**src/rtl/fetch_unit.sv**
```systemverilog
// fetch_unit: RISC-V instruction fetch stage with PC, credit-limited prefetch buffer and redirect flush.
//   Ports: i_CLK, i_RST_N (async active-low reset);
//          o_IMemReq/o_IMemAddr/i_IMemGnt request side, i_IMemRValid/i_IMemRData in-order responses;
//          o_InstrValid/o_Instr/o_PC/o_PCPlus4/i_InstrReady decode handshake;
//          i_Redirect/i_RedirectPC fetch restart.
//   Optional macro FETCH_MISALIGN_TRAP_EN adds o_Misaligned and a HALT state for misaligned redirects.
module fetch_unit #(
  parameter int              XLEN     = 32,
  parameter logic [XLEN-1:0] RESET_PC = '0,
  parameter int              DEPTH    = 2
) (
  input  logic            i_CLK,
  input  logic            i_RST_N,
  output logic            o_IMemReq,
  output logic [XLEN-1:0] o_IMemAddr,
  input  logic            i_IMemGnt,
  input  logic            i_IMemRValid,
  input  logic [XLEN-1:0] i_IMemRData,
  output logic            o_InstrValid,
  output logic [XLEN-1:0] o_Instr,
  output logic [XLEN-1:0] o_PC,
  output logic [XLEN-1:0] o_PCPlus4,
  input  logic            i_InstrReady,
  input  logic            i_Redirect,
  input  logic [XLEN-1:0] i_RedirectPC
`ifdef FETCH_MISALIGN_TRAP_EN
  ,
  output logic            o_Misaligned
`endif
);
  localparam int CW = $clog2(DEPTH + 1);
  localparam int PW = (DEPTH > 1) ? $clog2(DEPTH) : 1;
  localparam logic [XLEN-1:0] NOP = XLEN'(32'h0000_0013);
  typedef enum logic [1:0] {RUN, FLUSH, HALT} state_e;
  state_e          state_q, state_d;
  logic            live_q, live_d;
  logic [XLEN-1:0] fetch_pc_q, fetch_pc_d;
  logic [CW-1:0]   outst_q, outst_d, count_q, count_d;
  logic [PW-1:0]   if_wr_q, if_wr_d, if_rd_q, if_rd_d, b_wr_q, b_wr_d, b_rd_q, b_rd_d;
  logic [XLEN-1:0] if_addr_q [DEPTH];
  logic [XLEN-1:0] if_addr_d [DEPTH];
  logic [XLEN-1:0] buf_pc_q  [DEPTH];
  logic [XLEN-1:0] buf_pc_d  [DEPTH];
  logic [XLEN-1:0] buf_ins_q [DEPTH];
  logic [XLEN-1:0] buf_ins_d [DEPTH];
  logic            gnt, pop, push, bad_pc;
  logic [XLEN-1:0] redir_pc;
  function automatic logic [PW-1:0] inc(input logic [PW-1:0] p);
    return (p == PW'(DEPTH - 1)) ? '0 : p + 1'b1;
  endfunction
`ifdef FETCH_MISALIGN_TRAP_EN
  logic misal_q, misal_d;
  assign bad_pc       = |i_RedirectPC[1:0];
  assign redir_pc     = i_RedirectPC;
  assign misal_d      = i_Redirect ? bad_pc : misal_q;
  assign o_Misaligned = misal_q;
  always_ff @(posedge i_CLK or negedge i_RST_N)
    if (!i_RST_N) misal_q <= 1'b0;
    else misal_q <= misal_d;
`else
  assign bad_pc   = 1'b0;
  assign redir_pc = i_RedirectPC & ~XLEN'(3);
`endif
  assign gnt  = o_IMemReq & i_IMemGnt;
  assign pop  = o_InstrValid & i_InstrReady;
  // responses only land in the buffer while running and not being flushed this cycle
  assign push = i_IMemRValid & (state_q == RUN) & ~i_Redirect;
  always_ff @(posedge i_CLK or negedge i_RST_N)
    if (!i_RST_N) state_q <= RUN;
    else state_q <= state_d;
  always_comb begin
    state_d = state_q;
    if (i_Redirect) state_d = bad_pc ? HALT : (outst_d != '0) ? FLUSH : RUN;
    else if (state_q == FLUSH && outst_d == '0) state_d = RUN;
  end
  always_comb begin
    o_IMemReq    = live_q & (state_q == RUN) &
                   (({1'b0, count_q} + {1'b0, outst_q}) < (CW+1)'(DEPTH));
    o_IMemAddr   = fetch_pc_q;
    o_InstrValid = count_q != '0;
    o_Instr      = o_InstrValid ? buf_ins_q[b_rd_q] : NOP;
    o_PC         = o_InstrValid ? buf_pc_q[b_rd_q] : (state_q == HALT) ? fetch_pc_q : '0;
    o_PCPlus4    = o_PC + XLEN'(4);
  end
  always_comb begin
    live_d     = 1'b1;
    fetch_pc_d = i_Redirect ? redir_pc : gnt ? fetch_pc_q + XLEN'(4) : fetch_pc_q;
    // stale responses still retire their in-flight slot so the queue stays aligned with outst_q
    outst_d    = outst_q + CW'(gnt) - CW'(i_IMemRValid);
    count_d    = i_Redirect ? '0 : count_q + CW'(push) - CW'(pop);
    if_wr_d    = gnt ? inc(if_wr_q) : if_wr_q;
    if_rd_d    = i_IMemRValid ? inc(if_rd_q) : if_rd_q;
    b_wr_d     = i_Redirect ? '0 : push ? inc(b_wr_q) : b_wr_q;
    b_rd_d     = i_Redirect ? '0 : pop ? inc(b_rd_q) : b_rd_q;
    if_addr_d  = if_addr_q;
    buf_pc_d   = buf_pc_q;
    buf_ins_d  = buf_ins_q;
    if (gnt) if_addr_d[if_wr_q] = fetch_pc_q;
    if (push) begin
      buf_pc_d[b_wr_q]  = if_addr_q[if_rd_q];
      buf_ins_d[b_wr_q] = i_IMemRData;
    end
  end
  always_ff @(posedge i_CLK or negedge i_RST_N)
    if (!i_RST_N) begin
      live_q     <= 1'b0;
      fetch_pc_q <= RESET_PC;
      outst_q    <= '0;
      count_q    <= '0;
      if_wr_q    <= '0;
      if_rd_q    <= '0;
      b_wr_q     <= '0;
      b_rd_q     <= '0;
      if_addr_q  <= '{default: '0};
      buf_pc_q   <= '{default: '0};
      buf_ins_q  <= '{default: '0};
    end else begin
      live_q     <= live_d;
      fetch_pc_q <= fetch_pc_d;
      outst_q    <= outst_d;
      count_q    <= count_d;
      if_wr_q    <= if_wr_d;
      if_rd_q    <= if_rd_d;
      b_wr_q     <= b_wr_d;
      b_rd_q     <= b_rd_d;
      if_addr_q  <= if_addr_d;
      buf_pc_q   <= buf_pc_d;
      buf_ins_q  <= buf_ins_d;
    end
endmodule

```
**config.mk**
```make
export PLATFORM = sky130hd
export DESIGN_NAME = fetch_unit
export DESIGN_NICKNAME = d
export VERILOG_FILES = /design/src/rtl/fetch_unit.sv
export SDC_FILE = /design/constraint.sdc
export NUM_CORES = 1
export LEC_CHECK = 0
export ABC_AREA = 1
export CAP_MARGIN = 30
export CORE_UTILIZATION = 30
export CTS_BUF_LIST = sky130_fd_sc_hd__clkbuf_8
export CTS_CLUSTER_DIAMETER = 80
export DETAILED_ROUTE_END_ITERATION = 8
export SYNTH_ARGS = -nofsm -noshare
export SYNTH_HDL_FRONTEND = slang
export SYNTH_SLANG_ARGS = --single-unit
```
**constraint.sdc**
```tcl
create_clock -name i_CLK -period 3.7 [get_ports i_CLK]
set_input_delay 0.74 -clock i_CLK [delete_from_list [all_inputs] [get_ports i_CLK]]
set_output_delay 0.74 -clock i_CLK [all_outputs]
set_load 0.005 [all_outputs]
```
* Yosys cells after proc, flatten, opt, wreduce, memory -nomap -nowiden
Cells that the tools add are included.
** Storage, ports and cells
- Bits of input ports :: 70
- Register bits after elaboration :: 235
** Cells by class
- Add/sub/neg operators :: 11
- Equal/unequal tests :: 2
- Order comparisons :: 7
- Bitwise operators :: 11
- Multiplexer cells :: 33
- Reduce and logical (&&, ||, !) cells :: 11
** Operators by type and width (number)
- 2-to-1 mux 32 bit :: 16
- bitwise mux 64 bit :: 3
- adder 32 x 3 -> 32 bit, second input constant :: 2
- demux 32 bit (select 1 bit) :: 2
- nonzero test 2 bit :: 6
- 2-to-1 mux 1 bit :: 9
- greater-or-equal comparator 2 bit, second input constant :: 4
- inverter 1 -> 2 bit :: 4
- AND 1 bit :: 6
- 2-to-1 mux 2 bit :: 3
- adder 1 bit, second input constant :: 4
- adder 2 x 1 -> 2 bit :: 2
- zero test 2 bit :: 2
- less-than comparator 2 x 1 -> 1 bit, second input constant :: 2
- subtractor 2 x 1 -> 2 bit :: 2
- adder 2 x 2 -> 3 bit :: 1
- logical AND 1 bit :: 3
- less-than comparator 3 x 2 -> 1 bit, second input constant :: 1
- equality test 2 x 1 -> 1 bit, second input constant :: 1
- equality test 2 bit, second input constant :: 1
- inverter 1 bit :: 1

* Depth between registers and ports, before layout
- Word-level depth :: 10
- Depth in mapped cells :: 15

* Worst setup path before layout
No wires, ideal clock.
- Path kind :: register to output
- Start :: register count_q[1]
- End :: output port o_PCPlus4[18]
- Path slack :: 955 ps
- Data required time :: 2960 ps
- Data arrival time :: 2005 ps
- Stages on the path, launching flop included :: 13
- Buffers on the path :: 2
- Cell sequence :: dfrtp_1 -> nor2_1 -> inv_2 -> buf_2 -> buf_1 -> nand2_1 -> inv_1 -> ha_1 -> inv_1 -> nor2_2 -> nand2_2 -> nor2_1 -> xor2_1
** On the way
- Longest elaborated chain between the ends :: 3
** RTL lines
- start: declaration :: RTL line 38 : logic [CW-1:0] outst_q, outst_d, count_q, count_d;
- start signal: assignment :: RTL line 121 : count_q <= count_d;
- nonzero test 2 bit :: RTL line 80 : o_InstrValid = count_q != '0;
- via o_InstrValid :: RTL line 19 : output logic o_InstrValid,
- 2-to-1 mux 32 bit :: RTL line 82 : o_PC = o_InstrValid ? buf_pc_q[b_rd_q] : (state_q == HALT) ? fetch_pc_q : '0;
- via o_PC[3] :: RTL line 21 : output logic [XLEN-1:0] o_PC,
- adder 32 x 3 -> 32 bit :: RTL line 83 : o_PCPlus4 = o_PC + XLEN'(4);
- end: declaration :: RTL line 22 : output logic [XLEN-1:0] o_PCPlus4,
The timed path passes the listed nets, and every way through them passes these cells.

* Worst setup path after layout
- Start :: register b_rd_q
- End :: output port o_PCPlus4[29]
** On the way
- Longest elaborated chain between the ends :: 6
** RTL lines
- start: declaration :: RTL line 39 : logic [PW-1:0] if_wr_q, if_wr_d, if_rd_q, if_rd_d, b_wr_q, b_wr_d, b_rd_q, b_rd_d;
- start signal: assignment :: RTL line 125 : b_rd_q <= b_rd_d;
- inverter 1 -> 2 bit (not written as such) :: RTL line 82
- 2-to-1 mux 32 bit (not written as such) (3 in series) :: RTL line 82
- 2-to-1 mux 32 bit :: RTL line 82
- adder 32 x 3 -> 32 bit :: RTL line 83
No other way between the ends. The select of a mux whose other input is x is not followed.

==> results.sh <==
export IMPL_outcome="finished with violations"
export IMPL_failed_checks="DRC"
export IMPL_hold_viol_final=0
export IMPL_ant_nets=0
export IMPL_drv_cap=0
export IMPL_synth_compound_area_share_pct=9.97
export IMPL_max_slew_worst_pin_slew_ps=819
export IMPL_fin_crit_ps=3570
export IMPL_cts_tree="done"
export IMPL_synthAdderAreaFrac_pct=0.810
export IMPL_dp_cells=2269
export IMPL_syn_cell_area_um2=11700
export IMPL_hold_class="input pin to async pin"
export IMPL_multiInputGateArea_um2=5260
export IMPL_clk_pin_slew_ps=60
export IMPL_switching_power_mw=3.94
export IMPL_io_pin_count=200
export IMPL_fillCellCount=4094
export IMPL_final_util_pct=39.4
export IMPL_swShare_pct=37.8
export IMPL_finalMaxSlewViolations=0
export IMPL_antenna_found_initial=0
export IMPL_p_int_mw=6.48
export IMPL_port_buffers=191
export IMPL_yosysTopAreaCell="dfrtp_1"
export IMPL_cp_end_kind="primary output"
export IMPL_ys_seq_area_share_pct=47.8
export IMPL_initial_core_util_pct=30.4
export IMPL_fin_ws_ps=128
export IMPL_num_vias=10653
export IMPL_grt_overflow=0
export IMPL_grtUsageTotal_pct=16.8
export IMPL_crit_top_cell="nand2_1"
export IMPL_die_w_um=200
export IMPL_route_detailed_drc=1
export IMPL_start_kind="register"
export IMPL_dieArea_um2=39900
export IMPL_netlist_instances=1613
export IMPL_setup_viol=0
export IMPL_clock_skew_final_ps=27.9
export IMPL_pre_cts_ws_ps=434
export IMPL_relSlewSlack_pct=45.4
export IMPL_syn2layout_area_growth_pct=29.6
export IMPL_muxShareOfSynthArea_pct=0
export IMPL_design_area_um2=15200
export IMPL_first_global_vias=10033
export IMPL_cp_max_fo=18
export IMPL_yosys_area_share_simple_pct=29.9
export IMPL_placed_cell_area_um2=14200
export IMPL_first_pass_iters=9
export IMPL_routed_wl_um=33500
export IMPL_path_class="register to primary output"
export IMPL_h_tree_depth=2
export IMPL_synth_distinct_cells=32
export IMPL_synth_xor_area_share_pct=2.61
export IMPL_arrival_ps=2830
export IMPL_core_area_um2=38600
export IMPL_clock_sinks=224
export IMPL_seqPwrFrac_pct=39.7
export IMPL_p_per_area_nw_per_um2=685
export IMPL_antenna_cells=0
export IMPL_yosysWarningCount=0
export IMPL_fin_hold_ws_ps=203
export IMPL_synth_top_family_by_area="simple AND/OR/NAND/NOR gates"
export IMPL_place_gp_congestion=0.868
export IMPL_drive_gt1_share_pct=8.15
export IMPL_finalCritPeriodShare_pct=96.5
export IMPL_grt_max_degree=94
export IMPL_rows=72
export IMPL_clkPwrFrac_pct=21.7
export IMPL_drt_iter0_drc=594
export IMPL_critPathRequiredTime_ps=2960
export IMPL_ir_drop_mv=0.243
export IMPL_slowest_delay_ps=510
export IMPL_dp_hpwl_um=23400
export IMPL_final_nets=1880
export IMPL_crit_chain="buf_12 > nand2_1 > nand2_1 > nand3_1 > nor2_1 > nand2_1 > nor2_2 > nand3_1 > nand2_1 > clkdlybuf4s50_1"
export IMPL_cts_buffers=42
export IMPL_grt_pass1_wl_um=53200
export IMPL_avgSynthCellArea_um2=7.28
export IMPL_insertion_delay_ps=550
export IMPL_leakagePower_nw=7.28
export IMPL_max_freq_ghz=0.280
export IMPL_rsz0062_at_grt="yes"
export IMPL_routed_via_density=4.54
export IMPL_pwr_share_comb_pct=38.6
export IMPL_stdcell_count=2346
export IMPL_die_h_um=200
export IMPL_synth_top_area_share_pct=47.8
export IMPL_root_buffer="clkbuf_8"
export IMPL_cts_buffer_depth=3
export IMPL_ys_ff_latch=224
export IMPL_routedWlPerCell_um=14.3
export IMPL_critPathSlowestCell="clkdlybuf4s50_1"
export IMPL_seq_area_um2=5610
export IMPL_ys_top_cells_by_area="dfrtp_1, nand2_1, o21ai_0"
## area by class of cell
class	instances	share of cell area, %
repair buffers	223	14.9
inverters	171	4.27
clock buffers	48	4.34
well taps	518	4.26
multi-input cells	1141	34.6
flip-flops and latches	224	36.8
clock inverters	21	0.855
## path summary, 6_finish.rpt
path	start	cells past startpoint	slack, ps	end
max reg2reg	count_q[0]$_DFF_PN0_	12	830	state_q[0]$_DFFE_PN0P_
min	i_RST_N	1	200	buf_ins_q[25]$_DFFE_PN0P_
min reg2reg	buf_pc_q[46]$_DFFE_PN0P_	2	470	buf_pc_q[46]$_DFFE_PN0P_
max	b_rd_q$_DFFE_PN0P_	10	130	o_PCPlus4[29]
max in group asynchronous	i_RST_N	2	2650	o_IMemAddr[24]$_DFFE_PN0N_
min in group i_CLK	buf_pc_q[46]$_DFFE_PN0P_	2	470	buf_pc_q[46]$_DFFE_PN0P_
## Yosys cell counts
master / instances
a21oi_1: 30
and2_1: 1
and3_1: 1
buf_1: 7
buf_2: 17
buf_4: 10
buf_6: 4
clkbuf_1: 44
conb_1: 2
dfrtp_1: 224
fa_1: 1
ha_1: 6
inv_1: 166
inv_2: 5
nand2_1: 677
nand2_2: 2
nand3_1: 96
nand4_1: 2
nor2_1: 68
nor2_2: 13
nor2_4: 3
nor2b_1: 1
nor3_1: 10
nor3b_1: 1
nor4_4: 1
o211ai_1: 7
o21a_1: 28
o21ai_0: 149
o21ai_1: 1
o22ai_1: 1
xnor2_1: 5
xor2_1: 30
## cells by family after synthesis
logic type,after synthesis
simple gates,876
xor+xnor,35
flops,224
buf+inv,253
fa+ha+maj,7
compound gates,216
other cells,2
## power by group through the flow
stage | logic (mW) | clock network [mW] | registers [mW]
6_report | 4.02 | 2.26 | 4.13
5_1_grt | 4.56 | 2.45 | 4.28
4_1_cts | 3.92 | 2.35 | 4.13
3_5_place_dp | 3.89 | 0 | 4.17
3_3_place_gp | 3.80 | 0 | 4.13
2_1_floorplan | 2.32 | 0 | 3.96
## timing repair
item,in CTS,in global routing
pin swaps,0,7
cloned,0,2
buffers inserted,1,5
setup endpoints to repair,12,19
resized for setup,5,49
hold buffers,0,0
## through the flow
step	power, mW	TNS (ps)
after floorplan	6.28	0
after global placement	7.93	0
after detailed placement	8.06	0
after CTS	10.4	0
after global routing	11.3	-34.0
final	10.4	0
## layer usage
metal	GRT usage (%)	share of wire (%)
met4	5.00	2.2
met1	25.1	50
met3	2.40	5.2
met5	0	0
met2	24.8	43
## worst max-delay path: cells and delay by family (launching register included)
family | cells | cell delay, ps
and+or+nand+nor | 8 | 1090
buffers and inverters | 2 | 700
DFF | 1 | 490
## flip-flops by register name, summed over array words and instances (netlist names)
name / cells
live_q: 1
buf_pc_q: 60
if_addr_q: 60
outst_q: 2
count_q: 2
buf_ins_q: 64
if_rd_q: 1
state_q: 1
o_IMemAddr: 30
if_wr_q: 1
b_rd_q: 1
b_wr_q: 1
## layout by cell type, fill, tap and decap left out, drive strengths merged
master / instances
a21oi: 30
and2: 1
and3: 1
buf: 31
bufinv: 1
clkbuf: 50
clkdlybuf4s50: 188
clkinv: 3
clkinvlp: 1
conb: 7
dfrtp: 224
dlymetal6s2s: 2
fa: 1
ha: 6
inv: 187
nand2: 679
nand3: 96
nand4: 2
nor2: 84
nor2b: 1
nor3: 10
nor3b: 1
nor4: 1
o211ai: 7
o21a: 28
o21ai: 150
o22ai: 1
xnor2: 5
xor2: 30
(Power assumes the default switching activity.)
